$ cat config.mk
export PLATFORM = sky130hd
export DESIGN_NAME = ahb_param_arbiter
export DESIGN_NICKNAME = d
export VERILOG_FILES = /design/src/rtl/ahb_param_arbiter_pkg.sv /design/src/rtl/ahb_arb_select.sv /design/src/rtl/ahb_param_arbiter.sv
export SDC_FILE = /design/constraint.sdc
export NUM_CORES = 1
export LEC_CHECK = 0
export ABC_AREA = 1
export CAP_MARGIN = 20
export CORE_ASPECT_RATIO = 0.7
export CORE_MARGIN = 2
export CORE_UTILIZATION = 45
export DETAILED_ROUTE_END_ITERATION = 6
export PLACE_DENSITY = 0.7
export SYNTH_ARGS = -nofsm -noshare
export SYNTH_HDL_FRONTEND = slang
export SYNTH_SLANG_ARGS = --single-unit
$ cat constraint.sdc
create_clock -name Hclk -period 2.5 [get_ports Hclk]
set_input_delay 0.375 -clock Hclk [delete_from_list [all_inputs] [get_ports Hclk]]
set_output_delay 0.375 -clock Hclk [all_outputs]
set_load 0.05 [all_outputs]
$ cat src/rtl/ahb_param_arbiter_pkg.sv
// Shared AHB encodings and arbiter FSM state for the parameterised bus arbiter.
`ifndef NUM_MASTERS
`define NUM_MASTERS 4
`endif

package ahb_param_arbiter_pkg;

  typedef enum logic [1:0] {
    HT_IDLE   = 2'b00,
    HT_BUSY   = 2'b01,
    HT_NONSEQ = 2'b10,
    HT_SEQ    = 2'b11
  } htrans_e;

  typedef enum logic [2:0] {
    HB_SINGLE = 3'd0,
    HB_INCR   = 3'd1,
    HB_WRAP4  = 3'd2,
    HB_INCR4  = 3'd3,
    HB_WRAP8  = 3'd4,
    HB_INCR8  = 3'd5,
    HB_WRAP16 = 3'd6,
    HB_INCR16 = 3'd7
  } hburst_e;

  typedef enum logic [1:0] {
    ST_ARB    = 2'd0,
    ST_BURST  = 2'd1,
    ST_LOCKED = 2'd2
  } arb_state_e;

  // Beats covered by one burst; undefined-length INCR is capped at max_hold.
  function automatic int unsigned burst_beats(input logic [2:0] hb, input int unsigned max_hold);
    case (hb)
      HB_INCR:            return max_hold;
      HB_WRAP4, HB_INCR4: return 4;
      HB_WRAP8, HB_INCR8: return 8;
      HB_WRAP16, HB_INCR16: return 16;
      default:            return 1;
    endcase
  endfunction

endpackage

$ cat src/rtl/ahb_arb_select.sv
// Grant selection: fixed priority (index 0 first) or rotating priority from ptr.
// Always returns a one-hot grant; DEFAULT_MASTER when nobody requests.
module ahb_arb_select #(
  parameter int NUM_MASTERS    = 4,
  parameter int ARB_MODE       = 1,
  parameter int DEFAULT_MASTER = 0
) (
  input  logic [NUM_MASTERS-1:0]         req,
  input  logic [$clog2(NUM_MASTERS)-1:0] ptr,
  output logic [NUM_MASTERS-1:0]         grant,
  output logic [$clog2(NUM_MASTERS)-1:0] idx,
  output logic                           any
);
  localparam int MW = $clog2(NUM_MASTERS);
  localparam int PW = MW + 1;

  logic [MW-1:0] start;
  logic [PW-1:0] pos;
  logic          found;

  // Fixed priority is a rotating search that always starts at 0.
  always_comb begin
    start = (ARB_MODE == 1) ? ptr : '0;
    idx   = MW'(DEFAULT_MASTER);
    found = 1'b0;
    pos   = '0;
    for (int i = 0; i < NUM_MASTERS; i++) begin
      pos = PW'(start) + PW'(i);
      if (pos >= PW'(NUM_MASTERS)) pos = pos - PW'(NUM_MASTERS);
      if (!found && req[pos[MW-1:0]]) begin
        found = 1'b1;
        idx   = pos[MW-1:0];
      end
    end
  end

  assign any   = |req;
  assign grant = NUM_MASTERS'(1) << idx;

endmodule

$ cat src/rtl/ahb_param_arbiter.sv
// AHB bus arbiter: fixed/round-robin grant, burst hold with beat counting,
// locked-transfer hold, and Hmaster/Hmastlock address-phase tracking.
`ifndef NUM_MASTERS
`define NUM_MASTERS 4
`endif

module ahb_param_arbiter
  import ahb_param_arbiter_pkg::*;
#(
  parameter int NUM_MASTERS    = `NUM_MASTERS,
  parameter int ARB_MODE       = 1,
  parameter int DEFAULT_MASTER = 0,
  parameter int MAX_HOLD       = 16
) (
  input  logic                           Hclk,
  input  logic                           Hresetn,
  input  logic [NUM_MASTERS-1:0]         Hreq,
  input  logic [NUM_MASTERS-1:0]         Hlock,
  input  logic                           Hready,
  input  logic [1:0]                     Htrans,
  input  logic [2:0]                     Hburst,
  output logic [NUM_MASTERS-1:0]         Hgrant,
  output logic [$clog2(NUM_MASTERS)-1:0] Hmaster,
  output logic                           Hmastlock
);
  localparam int MW = $clog2(NUM_MASTERS);
  localparam int CW = $clog2((MAX_HOLD > 16 ? MAX_HOLD : 16) + 1);
  localparam logic [NUM_MASTERS-1:0] DEF_GRANT = NUM_MASTERS'(1) << DEFAULT_MASTER;

  arb_state_e             state_q, state_d;
  logic [NUM_MASTERS-1:0] grant_q, grant_d;
  logic [CW-1:0]          cnt_q, cnt_d;
  logic [MW-1:0]          ptr_q, ptr_d;
  logic [MW-1:0]          master_q;
  logic                   mastlock_q;

  logic [NUM_MASTERS-1:0] sel_grant;
  logic [MW-1:0]          sel_idx;
  logic                   sel_any;
  logic [MW-1:0]          owner_idx;
  logic                   owner_lock;
  logic                   rearb;

  ahb_arb_select #(
    .NUM_MASTERS   (NUM_MASTERS),
    .ARB_MODE      (ARB_MODE),
    .DEFAULT_MASTER(DEFAULT_MASTER)
  ) u_sel (
    .req  (Hreq),
    .ptr  (ptr_q),
    .grant(sel_grant),
    .idx  (sel_idx),
    .any  (sel_any)
  );

  always_comb begin
    owner_idx = '0;
    for (int i = 0; i < NUM_MASTERS; i++)
      if (grant_q[i]) owner_idx = MW'(i);
  end

  assign owner_lock = |(Hlock & grant_q);

  // cnt is loaded with the full burst length on the NONSEQ beat, so a SEQ
  // beat seen with cnt==2 is the final beat of the burst.
  always_comb begin
    state_d = state_q;
    grant_d = grant_q;
    cnt_d   = cnt_q;
    ptr_d   = ptr_q;
    rearb   = 1'b0;
    if (owner_lock) begin
      state_d = ST_LOCKED;
      cnt_d   = '0;
    end else begin
      case (state_q)
        ST_ARB:
          if (Htrans == HT_NONSEQ && Hburst != HB_SINGLE) begin
            state_d = ST_BURST;
            cnt_d   = CW'(burst_beats(Hburst, MAX_HOLD));
          end else begin
            rearb = 1'b1;
          end
        ST_BURST:
          if (Htrans == HT_IDLE || Htrans == HT_NONSEQ) begin
            rearb = 1'b1;
          end else if (Htrans == HT_SEQ) begin
            if (cnt_q <= CW'(2)) rearb = 1'b1;
            else                 cnt_d = cnt_q - 1'b1;
          end
        // Lock just dropped: keep the grant for one more address phase.
        ST_LOCKED: state_d = ST_ARB;
        default:   state_d = ST_ARB;
      endcase
    end
    if (rearb) begin
      state_d = ST_ARB;
      cnt_d   = '0;
      grant_d = sel_grant;
      if (sel_any)
        ptr_d = (sel_idx == MW'(NUM_MASTERS - 1)) ? '0 : sel_idx + 1'b1;
    end
  end

  always_ff @(posedge Hclk or negedge Hresetn) begin
    if (!Hresetn) begin
      state_q    <= ST_ARB;
      grant_q    <= DEF_GRANT;
      cnt_q      <= '0;
      ptr_q      <= '0;
      master_q   <= MW'(DEFAULT_MASTER);
      mastlock_q <= 1'b0;
    end else if (Hready) begin
      state_q    <= state_d;
      grant_q    <= grant_d;
      cnt_q      <= cnt_d;
      ptr_q      <= ptr_d;
      master_q   <= owner_idx;
      mastlock_q <= owner_lock;
    end
  end

  assign Hgrant    = grant_q;
  assign Hmaster   = master_q;
  assign Hmastlock = mastlock_q;

endmodule

==> reports/qor.txt, run 1 <==
Setup WS pre-CTS - 286.1 ps
Area Overhead vs Synth - 23.89%
total number of vias - 1256
layout cells sized above 1 - 0.1274
EDFF count, synth - 0
Seq cells post-synth - 16
Top FF cell, synth - dfrtp_1
routed vias/inst - 5.065
initial antenna violation count - 0
status - completed
fillcell total - 256
clk_lat worst skew - 260 ps
fmax - 503.9 MHz
CTS clock-pin slew for the worst setup and hold paths - 60 ps
number of setup violations in the final report - 0
Routed Antenna Nets - 0
share of the synthesized area in the top cell type - 0.2901
Antenna diodes - 0
Max VDD drop - 0.6192 mV
CP Max Fanout - 3
Setup CP Type - reg2out
cell with the most instances after synthesis - nand2_1
routability cong. - 0.9365
CTS sink count - 16
required time worst endpoint - 2120 ps
worst path arrival time - 1610 ps
Slew headroom - 0.5257
leak pwr - 0.8264 nW
min-delay worst type - reg2reg
Fin Clk Skew - 1.021 ps
Initial Utilization - 0.4683
Slew Viols, Final - 0
Tmin final - 1985 ps
cts repair resizes - 0
Final Cycle Share - 0.7939
Routed WL - 3.036 mm
kind of end point of the critical path - output port
gr usage total - 0.2145
crit start category - flip-flop
Power per Cell Area - 1228 nW/µm²
H-tree level count - 1
unique cell type count in the Yosys netlist - 29
CTS buffer count - 3
worst reg2reg setup slack - 530 ps
Synth area leaders - dfrtp_1 (29%), nand2_1 (18%), inv_1 (6.1%), ha_1 (5.8%), nor2_1 (5.5%)
cell-by-cell listing of the critical path - clkdlybuf4s50_1
first-pass GRT wire length - 5.416 mm
final setup margin - 515.4 ps
largest net degree at the start of global routing - 17
Synth Cell Area - 1294 µm²
GRT overflow - 0
drt first pass iters - 4
Critical Path Max Stage Delay - 810 ps
drt drc - 0
CTS tree - done
DR WL/cell - 12.24 µm
Top Ports - 23
row cnt - 16
DRT iter0 DRCs - 104
Root Driver - clkbuf_8
Async SR Flop Fraction - 1.000
die outline height - 48.86 µm
CORE AREA - 2763 µm²
cell taking the most area after synthesis - dfrtp_1
Worst Max-Slew Pin Slew - 709.2 ps
endpoints failing hold - 0
vias in the first global route - 1240
# hold bufs at CTS - 0
PortBufs - 22
max-cap viol count - 0
Post-synth top cells - nand2_1 (62), inv_1 (21), nor2_1 (19)
Final Net Count - 235
WP buf/inv - 1
RSZ-0062 raised after global routing - no
HPWL after DPL - 2.381 mm
Yosys warning count - 0
mean post-synth cell area - 6.918 µm²
synthesized instance count - 187
die area - 3327 µm²
slowest stage cell, crit path - clkdlybuf4s50_1
cell family with most CP delay - buffers and inverters
TNS Setup - 0 ps
Post-Syn Nets - 209
Max Root-Sink Buffers - 2
Post-CTS Setup Bufs - 0
sequential area share after synthesis - 0.3104
DIE WIDTH - 68.09 µm
per-layer routing:
metal	vias up	GRT usage	routed length, µm
met5	-	0	0
met4	0	0.05333	39
met3	8	0.06005	233
met2	42	0.3285	1318
met1	557	0.2977	1444
li1	649	-	-
worst register-to-register path, stage by stage, from the launching register on:
cell and delay, ps:
dfrtp_1 500, inv_1 180, nand2_1 120, nand3_1 110
nand2_1 90, nor2_2 160, nand2_1 100, nand2_1 90
nand2_1 90, ha_1 300, nand2_1 60, o21ai_1 60
flip-flops by register name, indices dropped and copies added, names as in the netlist:
register   count
Hgrant         4
Hmaster        2
Hmastlock      1
cnt_q          5
ptr_q          2
state_q        2
through the flow:
step                hold WS (ps)  utilization  cell area [µm²]  cells  total power, mW
floorplan                  79.41            -             1294    187            1.429
global placement           476.2       0.5602             1548    244            1.675
detailed placement         474.2       0.5602             1548    244            1.717
CTS                        489.0       0.5802             1603    248            1.969
global route               504.1       0.5802             1603    248            2.169
finish                     482.3       0.5802             1603    248            1.968
worst paths after layout:
kind,from,end,cells past startpoint
max in group asynchronous,Hresetn,Hgrant[2]$_DFFE_PN0P_,1
min,Hgrant[0]$_DFFE_PN1P_,Hgrant[0]$_DFFE_PN1P_,2
max reg2reg,ptr_q[0]$_DFFE_PN0P_,ptr_q[1]$_DFFE_PN0P_,11
min reg2reg,Hgrant[0]$_DFFE_PN1P_,Hgrant[0]$_DFFE_PN1P_,2
max,Hgrant[0]$_DFFE_PN1P_,Hgrant[0],1
min in group asynchronous,Hresetn,state_q[1]$_DFFE_PN0P_,1
where the power goes:
part / switching (mW) / internal [mW]
clock network: 0.0959 / 0.140
registers: 0.120 / 0.367
logic: 0.818 / 0.427
cells in the final DEF, fill, tap and decap left out:
cell,count
inv_1,21
inv_2,4
nand2_1,62
xor2_1,1
clkdlybuf4s50_1,22
a21oi_4,1
a21oi_1,5
dfstp_2,1
ha_1,6
o21ai_1,2
clkbuf_8,4
dfrtp_1,15
xnor2_1,1
nand3_1,13
o31ai_1,1
nand2_2,2
o21a_1,1
nor3_4,1
nor4_1,1
buf_4,1
nand2_4,2
o211ai_2,2
nand3_4,1
o21ai_0,9
nor2_1,19
nand4_1,5
nor2_2,4
nor3b_1,1
nor2_4,2
nand3_2,2
area by class of cell:
type                       count  area, µm²  area share
multi-input combinational    144      779.5      0.4863
sequential                    16      401.6      0.2506
timing repair buffer          23      227.7      0.1421
inverter                      25      93.84     0.05855
clock buffer                   4      55.05     0.03435
tap                           36      45.04     0.02810
kinds of logic after synthesis:
family | synth area share
simple gates | 0.4255
buf+inv | 0.08704
compound gates | 0.1054
flops | 0.3104
fa+ha+maj | 0.05803
xor+xnor | 0.01354
No activity file was read; power rests on OpenSTA's default activity.
==> run 2, diff against run 1 <==
==> constraint.sdc (replaced) <==
create_clock -name Hclk -period 1.95 [get_ports Hclk]
set_input_delay 0.2925 -clock Hclk [delete_from_list [all_inputs] [get_ports Hclk]]
set_output_delay 0.2925 -clock Hclk [all_outputs]
set_load 0.05 [all_outputs]
==> run 2 against run 1 <==
Count of clock-buffer cells in the layout unchanged. Flip-flop and latch count did not move. First-iteration DRC count down 37%. Total power grew 39%. Clock skew increased by 2.2 ps. Sequential share of layout area decreased by 1.5 points. Die area unchanged. Non-clock buffer count increased by 8. Register-to-register slack got worse by 460 ps. Critical path depth increased by 9. Hold slack got worse by 130 ps. Sequential power is 28% higher. Highest routed layer is now met3.
==> reports/qor.txt, run 2 (synthesis gave the netlist of run 1 again) <==
cell-by-cell listing of the critical path - buf_6, xnor2_2, nand2_1, nand2_2, nor2_4, nand2_2, o211ai_4, ha_1, nand2_1, o21ai_1
fmax - 532.9 MHz
CTS sink count - 16
GR peak layer - met1
Cell Area, Placed - 1590 µm²
Clk pwr share - 0.108
clk_lat worst skew - 250 ps
Top Ports - 23
Worst Max-Slew Pin Slew - 504.3 ps
register area - 402.9 µm²
first-pass GRT wire length - 5.133 mm
fillcell total - 249
row cnt - 16
routed vias/inst - 5.145
multi-input logic area - 825.8 µm²
hold slack - 354.3 ps
H-tree level count - 1
Comb power frac - 0.664
die area - 3327 µm²
WP buf/inv - 1
Final Cycle Share - 0.9623
total number of vias - 1317
max-cap viol count - 0
HPWL after DPL - 2.353 mm
Setup WS pre-CTS - -202.8 ps
most frequent cells in the layout - nand2_1 (59), clkdlybuf4s50_1 (21), inv_1 (20)
Routed Antenna Nets - 0
CTS clock-pin slew for the worst setup and hold paths - 70 ps
commonest non-fill, non-tap cell in the layout - nand2_1
# placed instances - 250
final core occ - 0.6196
crit start category - flip-flop
worst path arrival time - 2010 ps
DIE WIDTH - 68.09 µm
Net Switching - 1.427 mW
GR Util met3 - 0.05774
min-delay worst type - in2async
Fin Clk Skew - 3.176 ps
Critical Path Max Stage Delay - 460 ps
endpoints failing hold - 0
Initial Utilization - 0.4683
leak pwr - 0.8817 nW
Biggest register - cnt_q
Post-Layout Cell Count - 256
Routed WL - 3.117 mm
Max VDD drop - 0.8880 mV
final instance area - 1712 µm²
Slew headroom - 0.6627
Power per Cell Area - 1600 nW/µm²
Largest register FFs - 5
Slew Viols, Final - 0
final setup margin - 73.59 ps
Max Root-Sink Buffers - 2
Area Overhead vs Synth - 32.30%
GRT met2 Usage - 0.2848
CTS tree - done
layout cells sized above 1 - 0.2091
vias in the first global route - 1169
Root Driver - clkbuf_8
cell family with most CP delay - flip-flops
worst reg2reg setup slack - 70 ps
Tmin final - 1876 ps
GRT overflow - 0
largest net degree at the start of global routing - 17
Antenna diodes - 0
status - completed
DRT iter0 DRCs - 66
DR WL/cell - 12.18 µm
TNS Setup - 0 ps
number of setup violations in the final report - 0
Sw Share - 0.5210
required time worst endpoint - 2090 ps
drt first pass iters - 4
sequential power share - 0.228
drt drc - 0
Pint - 1.312 mW
initial antenna violation count - 0
Final Net Count - 243
gr usage total - 0.1969
routability cong. - 0.9633
slowest stage cell, crit path - dfrtp_2
met1 usage - 0.2934
Tot Pwr - 2.738 mW
CORE AREA - 2763 µm²
kind of end point of the critical path - flip-flop
CP Max Fanout - 6
PortBufs - 22
die outline height - 48.86 µm
CTS buffer count - 3
Setup CP Type - reg2reg
run 2: cell count changes in the layout (fill, tap and decap cells not counted), sizes merged:
cell / previous run / this run
buf: 1 / 10
clkdlybuf4s50: 22 / 21
run 2: timing repair:
action,in CTS,in global routing
endpoints found under the hold margin,0,0
buffers inserted,0,2
endpoints found under the setup margin,0,5
hold buffers,0,0
gates resized for setup,0,17
run 2: path summary, 6_finish.rpt:
kind / startpoint / endpoint / cells past startpoint
min reg2reg: Hgrant[0]$_DFFE_PN1P_ / Hgrant[0]$_DFFE_PN1P_ / 2
max: ptr_q[0]$_DFFE_PN0P_ / ptr_q[1]$_DFFE_PN0P_ / 10
min: Hresetn / Hgrant[3]$_DFFE_PN0P_ / 2
max reg2reg: ptr_q[0]$_DFFE_PN0P_ / ptr_q[1]$_DFFE_PN0P_ / 10
min in group Hclk: Hgrant[0]$_DFFE_PN1P_ / Hgrant[0]$_DFFE_PN1P_ / 2
max in group asynchronous: Hresetn / Hgrant[0]$_DFFE_PN1P_ / 2
run 2: layer usage:
metal / vias up / wire (µm)
met1: 618 / 1509
met5: - / 0
li1: 663 / -
met2: 36 / 1400
met4: 0 / 0
met3: 0 / 207
run 2: power by group through the flow:
stage               registers, mW  clock network, mW  logic [mW]
finish                      0.624              0.297        1.82
global route                0.647              0.321        2.02
CTS                         0.620              0.304        1.63
detailed placement          0.620                  0        1.62
global placement            0.622                  0        1.56
floorplan                   0.763                  0        1.07
run 2: layout make-up:
cell class / count / area share
Timing Repair Buffer: 31 / 0.1689
Clock buffer: 4 / 0.03216
Sequential cell: 16 / 0.2354
Tap cell: 36 / 0.02632
Inverter: 25 / 0.05482
Multi-Input combinational cell: 144 / 0.4825
run 2: worst register-to-register path, cell delays in order, from the launching register on:
cell,delay [ps]
dfrtp_2,460
buf_6,150
xnor2_2,140
nand2_1,110
nand2_2,90
nor2_4,110
nand2_2,80
o211ai_4,230
ha_1,270
nand2_1,70
o21ai_1,50
